$ cat src/rtl/instr_enc_pkg.sv
// -----------------------------------------------------------------------------
// instr_enc_pkg
// Shared types and constants for the RV32I instruction encoder:
//   - fmt_e       : instruction format selector (R/I/S/B/U/J; 6 and 7 illegal)
//   - OPC_*       : base RV32I major opcodes
//   - IMM*_MIN/MAX: signed immediate limits used by the optional range check
//   - enc_entry_t : one output buffer entry {instr, err}
//   - in_range()  : signed inclusive range test
// -----------------------------------------------------------------------------
package instr_enc_pkg;

  typedef enum logic [2:0] {
    FMT_R = 3'd0,
    FMT_I = 3'd1,
    FMT_S = 3'd2,
    FMT_B = 3'd3,
    FMT_U = 3'd4,
    FMT_J = 3'd5
  } fmt_e;

  localparam logic [6:0] OPC_LOAD   = 7'b0000011;
  localparam logic [6:0] OPC_OP_IMM = 7'b0010011;
  localparam logic [6:0] OPC_AUIPC  = 7'b0010111;
  localparam logic [6:0] OPC_STORE  = 7'b0100011;
  localparam logic [6:0] OPC_OP     = 7'b0110011;
  localparam logic [6:0] OPC_LUI    = 7'b0110111;
  localparam logic [6:0] OPC_BRANCH = 7'b1100011;
  localparam logic [6:0] OPC_JALR   = 7'b1100111;
  localparam logic [6:0] OPC_JAL    = 7'b1101111;

  // Branch and jump offsets are even, so their upper limits stop one short.
  localparam int signed IMM12_MIN = -2048;
  localparam int signed IMM12_MAX = 2047;
  localparam int signed IMMB_MIN  = -4096;
  localparam int signed IMMB_MAX  = 4094;
  localparam int signed IMMJ_MIN  = -1048576;
  localparam int signed IMMJ_MAX  = 1048574;

  typedef struct packed {
    logic [31:0] instr;
    logic        err;
  } enc_entry_t;

  function automatic logic in_range(input logic signed [31:0] v,
                                    input int signed lo,
                                    input int signed hi);
    return (v >= lo) && (v <= hi);
  endfunction

endpackage

$ cat src/rtl/instr_enc_fifo.sv
// -----------------------------------------------------------------------------
// instr_enc_fifo
// Output buffer of encoded words. DEPTH entries (power of two, >= 2); read and
// write pointers wrap naturally modulo DEPTH. Head is visible the cycle after
// a push into an empty buffer.
// Ports:
//   clk, reset    : clock, synchronous active-high reset (flushes pointers)
//   push_i        : write push_data_i (ignored when full)
//   push_data_i   : entry to enqueue
//   pop_i         : drop the head entry (ignored when empty)
//   full_o        : registered occupancy == DEPTH
//   empty_o       : registered occupancy == 0
//   head_o        : entry at the read pointer
// -----------------------------------------------------------------------------
module instr_enc_fifo
  import instr_enc_pkg::*;
#(
  parameter int unsigned DEPTH = 2
) (
  input  logic       clk,
  input  logic       reset,
  input  logic       push_i,
  input  enc_entry_t push_data_i,
  input  logic       pop_i,
  output logic       full_o,
  output logic       empty_o,
  output enc_entry_t head_o
);

  localparam int unsigned PTR_W = $clog2(DEPTH);

  logic [PTR_W-1:0] wr_ptr_q, wr_ptr_d;
  logic [PTR_W-1:0] rd_ptr_q, rd_ptr_d;
  logic [PTR_W:0]   count_q, count_d;
  logic             wr_en, rd_en;

  enc_entry_t mem_q [DEPTH];

  assign full_o  = (count_q == (PTR_W+1)'(DEPTH));
  assign empty_o = (count_q == '0);
  assign wr_en   = push_i && !full_o;
  assign rd_en   = pop_i && !empty_o;
  assign head_o  = mem_q[rd_ptr_q];

  always_comb begin
    // NOTE: every always_comb output gets a default first so no path can
    // leave it unassigned and infer a latch.
    wr_ptr_d = wr_ptr_q;
    rd_ptr_d = rd_ptr_q;
    count_d  = count_q;
    if (wr_en) wr_ptr_d = wr_ptr_q + PTR_W'(1);
    if (rd_en) rd_ptr_d = rd_ptr_q + PTR_W'(1);
    case ({wr_en, rd_en})
      2'b10:   count_d = count_q + (PTR_W+1)'(1);
      2'b01:   count_d = count_q - (PTR_W+1)'(1);
      default: count_d = count_q;
    endcase
  end

  // NOTE: sequential state uses non-blocking assignments so every register
  // samples pre-edge values regardless of process ordering.
  always_ff @(posedge clk) begin
    if (reset) begin
      wr_ptr_q <= '0;
      rd_ptr_q <= '0;
      count_q  <= '0;
    end else begin
      wr_ptr_q <= wr_ptr_d;
      rd_ptr_q <= rd_ptr_d;
      count_q  <= count_d;
    end
  end

  // NOTE: storage is deliberately not reset; the pointers and count decide
  // what is valid, and a reset here would only cost flops and routing.
  always_ff @(posedge clk) begin
    if (wr_en) mem_q[wr_ptr_q] <= push_data_i;
  end

endmodule

$ cat src/rtl/instr_encoder.sv
// -----------------------------------------------------------------------------
// instr_encoder
// Packs RV32I instruction fields into a 32-bit word according to fmt and
// queues {instr, err} in an output buffer (latency 1 from accept to head).
// Optional feature macro: INSTR_ENC_RANGE_CHECK_EN enables the immediate
// range check and err_count; without it err flags illegal fmt only and
// err_count stays 0.
// Ports:
//   clk, reset             : clock, synchronous active-high reset
//   in_valid / in_ready    : input handshake (in_ready = registered not-full)
//   fmt                    : 0=R 1=I 2=S 3=B 4=U 5=J, 6/7 illegal
//   opcode, rd, rs1, rs2,
//   funct3, funct7, imm    : instruction fields
//   out_valid / out_ready  : output handshake on the buffer head
//   instr, err             : head word and its error flag
//   enc_count, err_count   : wrapping counters of accepts and flagged accepts
// -----------------------------------------------------------------------------
module instr_encoder
  import instr_enc_pkg::*;
#(
  parameter int unsigned FIFO_DEPTH = 2
) (
  input  logic        clk,
  input  logic        reset,
  input  logic        in_valid,
  output logic        in_ready,
  input  logic [2:0]  fmt,
  input  logic [6:0]  opcode,
  input  logic [4:0]  rd,
  input  logic [4:0]  rs1,
  input  logic [4:0]  rs2,
  input  logic [2:0]  funct3,
  input  logic [6:0]  funct7,
  input  logic [31:0] imm,
  output logic        out_valid,
  input  logic        out_ready,
  output logic [31:0] instr,
  output logic        err,
  output logic [15:0] enc_count,
  output logic [15:0] err_count
);

  logic       fifo_full, fifo_empty;
  logic       push, pop;
  logic       fmt_illegal, range_err;
  enc_entry_t enc_d, head;

  logic [15:0] enc_count_q, enc_count_d;

  // Offers and head are masked during reset so nothing is taken or shown
  // before the synchronous flush has landed.
  assign in_ready  = !fifo_full && !reset;
  assign push      = in_valid && in_ready;
  assign out_valid = !fifo_empty && !reset;
  assign pop       = out_valid && out_ready;
  assign instr     = out_valid ? head.instr : '0;
  assign err       = out_valid && head.err;

  // Bit packing. Fields a format does not use are simply not selected.
  always_comb begin
    enc_d.instr = '0;
    fmt_illegal = 1'b0;
    case (fmt_e'(fmt))
      FMT_R: enc_d.instr = {funct7, rs2, rs1, funct3, rd, opcode};
      FMT_I: enc_d.instr = {imm[11:0], rs1, funct3, rd, opcode};
      FMT_S: enc_d.instr = {imm[11:5], rs2, rs1, funct3, imm[4:0], opcode};
      FMT_B: enc_d.instr = {imm[12], imm[10:5], rs2, rs1, funct3,
                            imm[4:1], imm[11], opcode};
      FMT_U: enc_d.instr = {imm[31:12], rd, opcode};
      FMT_J: enc_d.instr = {imm[20], imm[10:1], imm[11], imm[19:12],
                            rd, opcode};
      default: fmt_illegal = 1'b1;
    endcase
    enc_d.err = fmt_illegal || range_err;
  end

`ifdef INSTR_ENC_RANGE_CHECK_EN
  logic signed [31:0] imm_s;
  logic [15:0]        err_count_q, err_count_d;

  assign imm_s = $signed(imm);

  // Out-of-range words are still packed (truncated) and enqueued; only the
  // flag marks them.
  always_comb begin
    range_err = 1'b0;
    case (fmt_e'(fmt))
      FMT_I, FMT_S: range_err = !in_range(imm_s, IMM12_MIN, IMM12_MAX);
      FMT_B:        range_err = !in_range(imm_s, IMMB_MIN, IMMB_MAX) || imm[0];
      FMT_J:        range_err = !in_range(imm_s, IMMJ_MIN, IMMJ_MAX) || imm[0];
      FMT_U:        range_err = |imm[11:0];
      default:      range_err = 1'b0;
    endcase
  end

  always_comb begin
    err_count_d = err_count_q;
    if (push && enc_d.err) err_count_d = err_count_q + 16'd1;
  end

  always_ff @(posedge clk) begin
    if (reset) err_count_q <= '0;
    else       err_count_q <= err_count_d;
  end

  assign err_count = reset ? '0 : err_count_q;
`else
  assign range_err = 1'b0;
  assign err_count = '0;
`endif

  always_comb begin
    enc_count_d = enc_count_q;
    if (push) enc_count_d = enc_count_q + 16'd1;
  end

  always_ff @(posedge clk) begin
    if (reset) enc_count_q <= '0;
    else       enc_count_q <= enc_count_d;
  end

  assign enc_count = reset ? '0 : enc_count_q;

  instr_enc_fifo #(
    .DEPTH (FIFO_DEPTH)
  ) u_fifo (
    .clk         (clk),
    .reset       (reset),
    .push_i      (push),
    .push_data_i (enc_d),
    .pop_i       (pop),
    .full_o      (fifo_full),
    .empty_o     (fifo_empty),
    .head_o      (head)
  );

endmodule

$ cat config.mk
export PLATFORM = sky130hd
export DESIGN_NAME = instr_encoder
export DESIGN_NICKNAME = d
export VERILOG_FILES = /design/src/rtl/instr_enc_pkg.sv /design/src/rtl/instr_enc_fifo.sv /design/src/rtl/instr_encoder.sv
export SDC_FILE = /design/constraint.sdc
export NUM_CORES = 1
export LEC_CHECK = 0
export CAP_MARGIN = 20
export CORE_UTILIZATION = 30
export CTS_CLUSTER_SIZE = 30
export DETAILED_ROUTE_END_ITERATION = 12
export PLACE_DENSITY = 0.62
export SLEW_MARGIN = 5
export SYNTH_ARGS = -nofsm -noshare
export SYNTH_HDL_FRONTEND = slang
export SYNTH_SLANG_ARGS = --single-unit
$ cat constraint.sdc
create_clock -name clk -period 4.13 [get_ports clk]
set_input_delay 0.826 -clock clk [delete_from_list [all_inputs] [get_ports clk]]
set_output_delay 0.826 -clock clk [all_outputs]
set_load 0.02 [all_outputs]
==> summary.md <==
| Metric | Value |
|---|---|
| Status | finished, final reports clean |
| Worst EP arrival | ~2.6 ns |
| Die ar. | 14700 sq um |
| Final period util | 0.830 |
| Cell family with most CP delay | buffers and inverters |
| Buf/Inv on CP | 2 |
| Number of synthesized flops with an enable pin | 66 |
| # Max-Cap Violations | 0 |
| HP Class | reg -> reg |
| Total core area | 13900 sq um |
| ANT nets after route | 0 |
| Synth Flop Type | edfxtp_1 |
| GRT met3 Usage | 0.0395 |
| Hold-fix buffers, CTS | 0 |
| Post-synth ARST share | 0 |
| Worst slew margin | 0.398 |
| Routed vias | 3139 |
| Max-slew violation count | 0 |
| Synth area leader | edfxtp_1 |
| Syn Area/Cell | 10.8 sq um |
| Final setup fails | 0 |
| Vias in the first global route | 3078 |
| DR iter-0 viols | 212 |
| Sink Count | a little under 90 |
| Crit-path slowest cell | clkdlybuf4s50_1 |
| Startpoint Class | input pin |
| TritonCTS clock tree | done |
| RSZ-0062 raised after global routing | no |
| Initial Util | 0.308 |
| Peak VDD IR | approximately 0.18 mV |
| Final HPWL DP | 6820 microns |
| Seq/Total Area, Yosys | 0.563 |
| Syn Inst Count | between 300 and 400 |
| Post-synth top area share | 0.464 |
| LEAKAGE | a little over 2 nW |
| CP max stage delay | about 0.64 ns |
| Multi-input logic area | 1670 sq um |
| Post-synth cell types | 36 |
| Reg2reg setup slack | 1.74 ns |
| Met2 usage | 0.222 |
| Met1 Track Usage GR | 0.165 |
| Clock buffer depth | 2 |
| Layout cells sized above 1 | 0.0742 |
| Most frequent cell after synthesis | edfxtp_1 |
| Post-CTS Resized | 0 |
| Drt pass-1 iters | 4 |
| Crit path time final | 3.43 ns |
| Die width | 121 microns |
| Top cells by count, synth | edfxtp_1 (66), nor2_1 (65), mux2i_1 (40) |
| Crit path top cell by count | clkdlybuf4s50_1 |
| Final instance area | slightly below 6000 sq um |
| Gr ovfl total | 0 |
| Area Growth Syn to Fin | 37.5% |
| Synth warn | 0 |
| Gr usage total | 0.135 |
| Pwr/cell area | 352 nW/um^2 |
| DR vias/cell | 4.54 |
| CP max FO | 34 |
| CTS clk-pin slew, worst paths | 0.06 ns |
| Layout Nets | 581 |
| H-tree depth | 3 |
| Site Rows | 43 |
| Fillers | 1356 |
| RD Place Congestion | 0.782 |
| Register area | 2400 sq um |
| Num ports | 138 |
| Antenna cells | 0 |
| Root Buffer | clkbuf_16 |
| Synth top area cells | edfxtp_1 (46%), dfxtp_1 (9.8%), mux2i_1 (9.4%) |
| Crit Path Class | in -> out |
| DP Area | 5610 sq um |
| Synth Register Bits | 87 |
| Setup Fix Bufs, Post-CTS | 0 |
| Drt drc | 0 |
| Final Hold Vio Count | 0 |
| Pin count of the biggest net entering global routing | 42 |
| Port Buffer Count | 121 |
| Final WL | 9560 microns |
| Gr busiest metal | met2 |
| Die height | 121 microns |
| Achievable Freq | 292 MHz |
| Wire length per cell | between 10 and 15 microns |
| Initial antenna violation count | 0 |
| Worst slew pin tran | 0.901 ns |
| Setup total negative slack | 0 ns |
| Critical Path Sink Type | output pin |
| Area of the mapped netlist | 4270 sq um |
| Num CTS Buffers | 9 |
| Later-pin clock latency in the skew report | 0.33 ns |
| WP data required | 3.30 ns |
| First-pass GRT wire length | around 15000 microns |
| Critical-path cell list | clkdlybuf4s50_1 > o21bai_4 > nor2_1 > clkdlybuf4s50_1 |
| Max Clock Skew | 0.00646 ns |
-- through the flow --
stage                     instances  setup WS, ns  total power, mW  hold WS [ns]   util
after detailed placement        677         0.697             1.38         0.512  0.404
after floorplan                 409         0.931             1.22         0.467      -
after CTS                       692         0.695             2.09         0.528  0.423
after global routing            692         0.610             2.17         0.562  0.423
final                           692         0.703             2.07         0.530  0.423
after global placement          677         0.735             1.38         0.500  0.404
-- worst register-to-register path, cell delays in order (launching register included) --
cell and delay (ns):
dfxtp_1 0.39, o21bai_4 0.73, inv_1 0.14, and2_1 0.23, ha_1 0.34, or3_1 0.35, a21oi_1 0.14
-- area by class of cell --
type | count | share of cell area
Clock inverter | 5 | 0.00448
Multi-Input combinational cell | 269 | 0.285
Sequential cell | 87 | 0.410
Timing Repair Buffer | 127 | 0.215
Clock buffer | 10 | 0.0390
Tap cell | 180 | 0.0384
Inverter | 14 | 0.00896
-- power breakdown --
part / internal (mW) / switching, mW / total [mW]
logic: 0.169 / 0.182 / 0.351
registers: 0.989 / 0.0194 / 1.01
clock network: 0.398 / 0.309 / 0.707
-- flip-flops by register name, summed over array words and instances, names as in the netlist, named ones only --
| name | flops |
|---|---|
| u_fifo.wr_ptr_q | 1 |
| enc_count_q | 16 |
| u_fifo.rd_ptr_q | 1 |
| u_fifo.count_q | 2 |
| u_fifo.mem_q | 66 |
-- cell usage in the layout, fill, tap and decap left out, types with 4 or more instances in the layout --
cell type,instances
clkdlybuf4s50_1,118
edfxtp_1,66
nor2_1,64
mux2i_1,40
nor2b_1,22
nand2_1,21
o21ai_0,21
dfxtp_1,20
conb_1,16
inv_1,14
a21oi_1,13
mux2_2,10
xnor2_1,9
clkbuf_16,9
and2_1,8
buf_4,8
a22o_1,5
nand3_1,5
nor3_1,5
a22oi_1,4
or3_1,4
-- cell families after synthesis --
family,count (synthesis),synth area share
fa+ha+maj,2,0.00586
other cells,1,0.000878
compound gates,47,0.0633
buf+inv,53,0.0639
xor+xnor,11,0.0226
flops,87,0.563
simple gates,142,0.158
mux,51,0.123
-- layer usage --
metal / vias up / share of wire
met5: - / 0
met4: 0 / 0.017
met3: 13 / 0.059
met2: 98 / 0.48
met1: 1463 / 0.44
li1: 1565 / -
-- path summary, 6_finish.rpt --
| kind | cells after the start | start | end |
|---|---|---|---|
| max | 4 | reset | instr[21] |
| min | 2 | u_fifo.rd_ptr_q | u_fifo.rd_ptr_q |
| max reg2reg | 6 | u_fifo.count_q[0] | u_fifo.count_q[1] |
| min reg2reg | 2 | u_fifo.rd_ptr_q | u_fifo.rd_ptr_q |
Power figures use the tool's default switching activity.
